[src/rtl/parity_frame_checker_sat_counter.sv]
// Saturating up-counter with clear; a same-cycle increment beats the clear.
module sat_counter #(
  parameter int CNT_W = 8
) (
  input  logic             clk,
  input  logic             rst_n,
  input  logic             inc,
  input  logic             clr,
  output logic [CNT_W-1:0] count
);
  localparam logic [CNT_W-1:0] ERR_SAT = {CNT_W{1'b1}};

  logic [CNT_W-1:0] count_q, count_d;

  // Next count: increment (restarting from zero if cleared), clear, or hold
  always_comb begin
    count_d = count_q;
    if (inc) begin
      if (clr)                  count_d = CNT_W'(1);
      else if (count_q != ERR_SAT) count_d = count_q + CNT_W'(1);
    end else if (clr) begin
      count_d = '0;
    end
  end

  // Count register
  always_ff @(posedge clk) begin
    if (!rst_n) count_q <= '0;
    else        count_q <= count_d;
  end

  assign count = count_q;
endmodule

[config.mk]
export PLATFORM = sky130hd
export DESIGN_NAME = sat_counter
export DESIGN_NICKNAME = d
export VERILOG_FILES = /design/src/rtl/parity_frame_checker_sat_counter.sv
export SDC_FILE = /design/constraint.sdc
export NUM_CORES = 1
export LEC_CHECK = 0
export CORE_AREA = 2 2 39 41
export CTS_CLUSTER_SIZE = 28
export DETAILED_ROUTE_END_ITERATION = 6
export DIE_AREA = 0 0 41 43
export GPL_ROUTABILITY_DRIVEN = 1
export PLACE_DENSITY = 0.68
export SETUP_SLACK_MARGIN = 0.02
export SYNTH_ARGS = -nofsm -noshare
export SYNTH_HDL_FRONTEND = slang
export SYNTH_SLANG_ARGS = --single-unit
[constraint.sdc]
create_clock -name clk -period 4.4 [get_ports clk]
set_input_delay 0.88 -clock clk [delete_from_list [all_inputs] [get_ports clk]]
set_output_delay 0.88 -clock clk [all_outputs]
set_load 0.01 [all_outputs]
==> results of run 1 <==
[how the worst min path moves through the flow]
stage / from / to / slack [ps] / cells after the start
final: count[1] / count[1] / 510 / 2
after detailed placement: count[1] / count[1] / 500 / 2
after global placement: count[1] / count[1] / 500 / 2
after floorplan: count[1] / count[1] / 510 / 2
after global routing: count[1] / count[1] / 550 / 2
after CTS: count[1] / count[1] / 520 / 2
[worst register-to-register path: stages (launching register included)]
cell     delay [ps]
dfxtp_1         400
ha_1            280
nand3_1         150
or4b_1          500
o211a_1         130
[placed cells by master (no fill, tap or decap), drive strengths merged]
master	Yosys	layout
a211oi	2	2
a21boi	2	2
a21oi	5	5
a311oi	1	1
a31oi	1	1
and2b	1	1
and3	1	1
and4	2	2
clkbuf	0	3
clkdlybuf4s50	0	11
dfxtp	8	8
ha	1	1
inv	1	1
mux2i	1	1
nand2	5	5
nand2b	2	2
nand3	2	2
nand4	3	3
nand4b	1	1
nor2	1	1
nor3	2	2
o2111ai	1	1
o211a	1	1
o21ai	1	1
o21bai	1	1
o31ai	1	1
or3	1	1
or4b	1	1
[layout make-up]
class,instances,area share [%]
inverters,1,0.644
well taps,16,3.43
flip-flops and latches,8,27.5
clock buffers,3,3.86
repair buffers,11,18.9
multi-input cells,40,45.7
[through the flow]
step / util, % / power, uW / instances
5_1_grt: 42.1 / 153 / 79
3_3_place_gp: 40.5 / 87.5 / 76
6_report: 42.1 / 144 / 79
3_5_place_dp: 40.5 / 87.4 / 76
4_1_cts: 42.1 / 147 / 79
2_1_floorplan: - / 80.7 / 50
[cells in the mapped netlist, types with 2 or more instances]
cell	count
a211oi_1	2
a21oi_1	5
and4_1	2
dfxtp_1	8
nand2_1	5
nand2b_1	2
nand4_1	3
nor3_1	2
[metal layers]
metal	vias up	wire, um	part of all wire (%)
met5	-	0	0
met4	0	29	3.1
met3	5	70	7.5
met2	15	385	41
met1	191	451	48
li1	225	-	-
[power by group through the flow]
stage	clock network, uW	registers [uW]	logic, uW
floorplan	0	76.3	4.33
global placement	0	76.1	11.4
detailed placement	0	76.2	11.2
CTS	61.5	74.6	11.2
global route	66.1	74.7	12.4
finish	58.1	74.6	11.3
[cells by family after synthesis]
group	synth area share (%)
compound gates	25.0
fa+ha+maj	2.87
flops	36.8
mux	2.30
buf+inv	2.01
simple gates	31.0
==> impl_metrics.toml, run 1 <==
[critical_path]
cp_data_arrival_time_ps = 1310
critPathLaunch = "count[3]"
reg2reg_setup_slack_ps = 2840
startpoint_type = "flop"
r2r_cells = 4
worstReg2RegEnd = "count[6]"
slowest_stage = "clkdlybuf4s50_1"
cp_num_buf_inv = 1
crit_path_max_fanout = 9
worstSetupEndpoint = "count[3]"
critical_path_class = "reg2out"
endpoint_kind = "primary output"
cp.depth = 1
r2r-start = "count[0]"
slowest_delay_ps = 590
crit_required_ps = 3520
crit_chain = "clkdlybuf4s50_1"
critPathTopFamily = "buffers and inverters"

[final_layout]
regArea_um2 = 160
final_nets = 70
diodes = 0
multi_input_area_um2 = 267
syn2layout_area_growth_pct = 33.9
n_fill_cell = 142
drive_gt1_share_pct = 6.35
design_area_um2 = 583
largest_reg_flops = 8

[timing]
finalHoldViolCount = 0
setup_viol = 0
fin_crit_ps = 2190
worst_pin_slew_ps = 265
hold_slack_ps = 514
rsz0062_at_grt = "false"
layout_setup_ws_ps = 2210
max-slew-margin-rel_pct = 82.3
fmax_mhz = 456
drv_slew = 0
period_share_pct = 49.8
tns_ps = 0
fin_skew_ps = 5.62

[global_routing]
met1_usage_pct = 18.2
gr-total-overflow = 0
met2_usage_pct = 16.3
grt_pass1_wl_mm = 1.57
met3_usage_pct = 9.42
track_usage_pct = 13.9
grt_pass1_vias = 345
grt_max_degree = 10
grt.busiest_layer = "met1"
antenna_found_initial = 0

[power_and_ir_drop]
combPwrFrac_pct = 7.8
switching_share_pct = 23.0
p_per_area_nw_per_um2 = 247
p_int_uw = 111
leakage_uw = 0.000208
seqPwrFrac_pct = 51.8
power.share.clock_pct = 40.4
peakVddDrop_mv = 0.137
switchingPower_uw = 33.1

[die]
coreArea_um2 = 1380
die_w_um = 41
die-area_um2 = 1760
die_h_um = 43
ioPinCount = 12
start_util_pct = 31.5
rows = 14

[detailed_routing]
routed_via_density = 5.52
drt_first_pass_iters = 4
antenna_left = 0
wl_per_cell_um = 11.9
drt_first_iter_violations = 15
wirelength_um = 937
remaining_drc_errors = 0
vias = 436

[clock_network]
cts.sinks = 8
cts-resized-gates = 0
cts_buffers = 3
cts-root-buf = "clkbuf_4"
worstSkewPairLatency_ps = 260
cts_hold_buf = 0
cts_max_level = 1
cts_buffer_depth = 2
post_cts_buffers = 0
cts_tree = "built"
clk_pin_slew_worst_paths_ps = 50

[synth]
syn_area_per_cell_um2 = 8.71
synth_seq_cells = 8
ys_top_cells_by_area = "dfxtp_1 37%, a21oi_1 5.7%, nand2_1 4.3%, nand4_1 4.3%, and4_1 4.0%"
synthesis.area_um2 = 435
yosysSeqAreaShare_pct = 36.8
synth_nets = 55
ys_warn_count = 0
synth.largest_area_cell = "dfxtp_1"
synth_cells = 50
synth_cell_type_count = 29
async_flop_share_pct = 0
synth-edff-count = 0
synthDominantCellAreaShare_pct = 36.8
yosys_most_used_dff = "dfxtp_1"

[placed_design]
dp_hpwl_um = 673
place_ws_ps = 2060
io_buffers = 11
gp_congestion = 0.753
dpl-instance-area_um2 = 561

[flow_run]
drv_cap = 0

[worst_hold_path]
worstHoldPathType = "reg2reg"

[outcome]
status = "finished, final reports clean"
Note: power is estimated with default switching activity, not from simulation.
==> run 2, diff against run 1 <==
--- a/config.mk
+++ b/config.mk
@@ -10,7 +10,7 @@
 export DETAILED_ROUTE_END_ITERATION = 6
 export DIE_AREA = 0 0 41 43
 export GPL_ROUTABILITY_DRIVEN = 1
-export PLACE_DENSITY = 0.68
+export PLACE_DENSITY = 0.7
 export SETUP_SLACK_MARGIN = 0.02
 export SYNTH_ARGS = -nofsm -noshare
 export SYNTH_HDL_FRONTEND = slang
==> constraint.sdc (replaced) <==
create_clock -name clk -period 1.91 [get_ports clk]
set_input_delay 0.382 -clock clk [delete_from_list [all_inputs] [get_ports clk]]
set_output_delay 0.382 -clock clk [all_outputs]
set_load 0.01 [all_outputs]
==> impl_metrics.toml, run 2 (synthesized netlist as in run 1, its figures left out) <==
[timing]
fmax_mhz = 585
fin_skew_ps = 8.84
tns_ps = 0
fin_crit_ps = 1710
worst_pin_slew_ps = 276
finalHoldViolCount = 0
max-slew-margin-rel_pct = 81.6
period_share_pct = 89.6
drv_slew = 0
setup_viol = 0
rsz0062_at_grt = "false"
hold_slack_ps = 509

[global_routing]
grt.busiest_layer = "met2"
grt_pass1_wl_mm = 1.73
antenna_found_initial = 0
grt_max_degree = 10
gr-total-overflow = 0
met3_usage_pct = 3.14
met1_usage_pct = 16.7
track_usage_pct = 14.6
met2_usage_pct = 22.8
grt_pass1_vias = 397

[critical_path]
slowest_stage = "clkdlybuf4s50_1"
worstReg2RegEnd = "count[6]"
cp_num_buf_inv = 1
r2r-start = "count[0]"
r2r_cells = 4
cp_data_arrival_time_ps = 1330
slowest_delay_ps = 590
crit_path_max_fanout = 9
critical_path_class = "reg2out"
startpoint_type = "flop"
critPathTopFamily = "buffers and inverters"
crit_chain = "clkdlybuf4s50_1"
crit_required_ps = 1530
reg2reg_setup_slack_ps = 320
endpoint_kind = "primary output"

[die]
die-area_um2 = 1760
die_w_um = 41
die_h_um = 43
ioPinCount = 12
coreArea_um2 = 1380
rows = 14
start_util_pct = 31.5

[worst_hold_path]
whs_path_depth = 2
worstHoldPathType = "reg2reg"
holdPathEnd = "count[1]"
hold_path.startpoint = "count[1]"

[clock_network]
cts_hold_buf = 0
cts-root-buf = "clkbuf_4"
clk_pin_slew_worst_paths_ps = 60
worstSkewPairLatency_ps = 260
cts-resized-gates = 0
cts_tree = "built"
cts_buffer_depth = 2
cts_buffers = 3
post_cts_buffers = 0
cts.sinks = 8
cts_max_level = 1

[placed_design]
io_buffers = 11
gp_congestion = 0.720
dp_hpwl_um = 780
dpl-instance-area_um2 = 568

[final_layout]
final_nets = 71
final_cell_mix = "11 x clkdlybuf4s50_1, 8 x dfxtp_1, 5 x a21oi_1, 5 x nand2_1"
multi_input_area_um2 = 267
regArea_um2 = 160
final_common_cell = "clkdlybuf4s50_1"
drive_gt1_share_pct = 7.81
diodes = 0
n_fill_cell = 137
syn2layout_area_growth_pct = 35.6
design_area_um2 = 591
largest_reg_flops = 8

[detailed_routing]
drt_first_pass_iters = 4
vias = 456
wl_per_cell_um = 13.5
remaining_drc_errors = 0
routed_via_density = 5.70
antenna_left = 0
wirelength_mm = 1.08
drt_first_iter_violations = 24

[power_and_ir_drop]
combPwrFrac_pct = 8.3
p_per_area_nw_per_um2 = 571
p_int_uw = 257
peakVddDrop_mv = 0.274
leakage_uw = 0.000212
seqPwrFrac_pct = 50.9
switchingPower_uw = 80.7
switching_share_pct = 23.9
power.share.clock_pct = 40.8

[outcome]
status = "finished, final reports clean"

[flow_run]
drv_cap = 0
[run 2: cell count changes in the layout (fill, tap and decap cells not counted), sizes merged]
cell	before	now
buf	0	1
[run 2: final cells by class]
class                      instances  area share (%)
timing repair buffer              12            19.9
tap                               16            3.39
clock buffer                       3            3.81
multi-input combinational         40            45.1
inverter                           1           0.636
sequential                         8            27.1
[run 2: worst max-delay path by stage]
| stage | startpoint | to | slack (ps) | cells past startpoint |
|---|---|---|---|---|
| after global routing | count[3] | count[3] | 130 | 1 |
| after CTS | count[3] | count[3] | 200 | 1 |
| after detailed placement | inc | count[6] | 200 | 4 |
| after global placement | inc | count[6] | 230 | 4 |
| final | count[3] | count[3] | 200 | 1 |
| after floorplan | count[0] | count[6] | 440 | 4 |
[run 2: tightest hold or removal path: stages, from the launching register on]
cell     delay [ps]
dfxtp_1         340
nand2_1          70
mux2i_1          50
[run 2: power groups by stage]
stage	clock network (uW)	logic (uW)	registers, uW
after global placement	0	27.7	175
after CTS	136	28.4	172
after global routing	145	30.4	172
after floorplan	0	9.98	176
final	138	28.1	172
after detailed placement	0	28.2	176
[run 2: per-stage QoR]
step,power [uW],cells,utilization (%),setup WS [ps]
after floorplan,186,50,-,440
after global placement,203,77,41.0,234
after detailed placement,204,77,41.0,202
after CTS,336,80,42.7,201
after global routing,348,80,42.7,134
final,338,80,42.7,199
[run 2: per-layer routing]
layer	vias to the layer above	part of all wire [%]	routed length, um
met5	-	0	0
met4	0	2.3	25
met3	4	3.9	42
met2	16	47	508
met1	209	47	505
li1	227	-	-
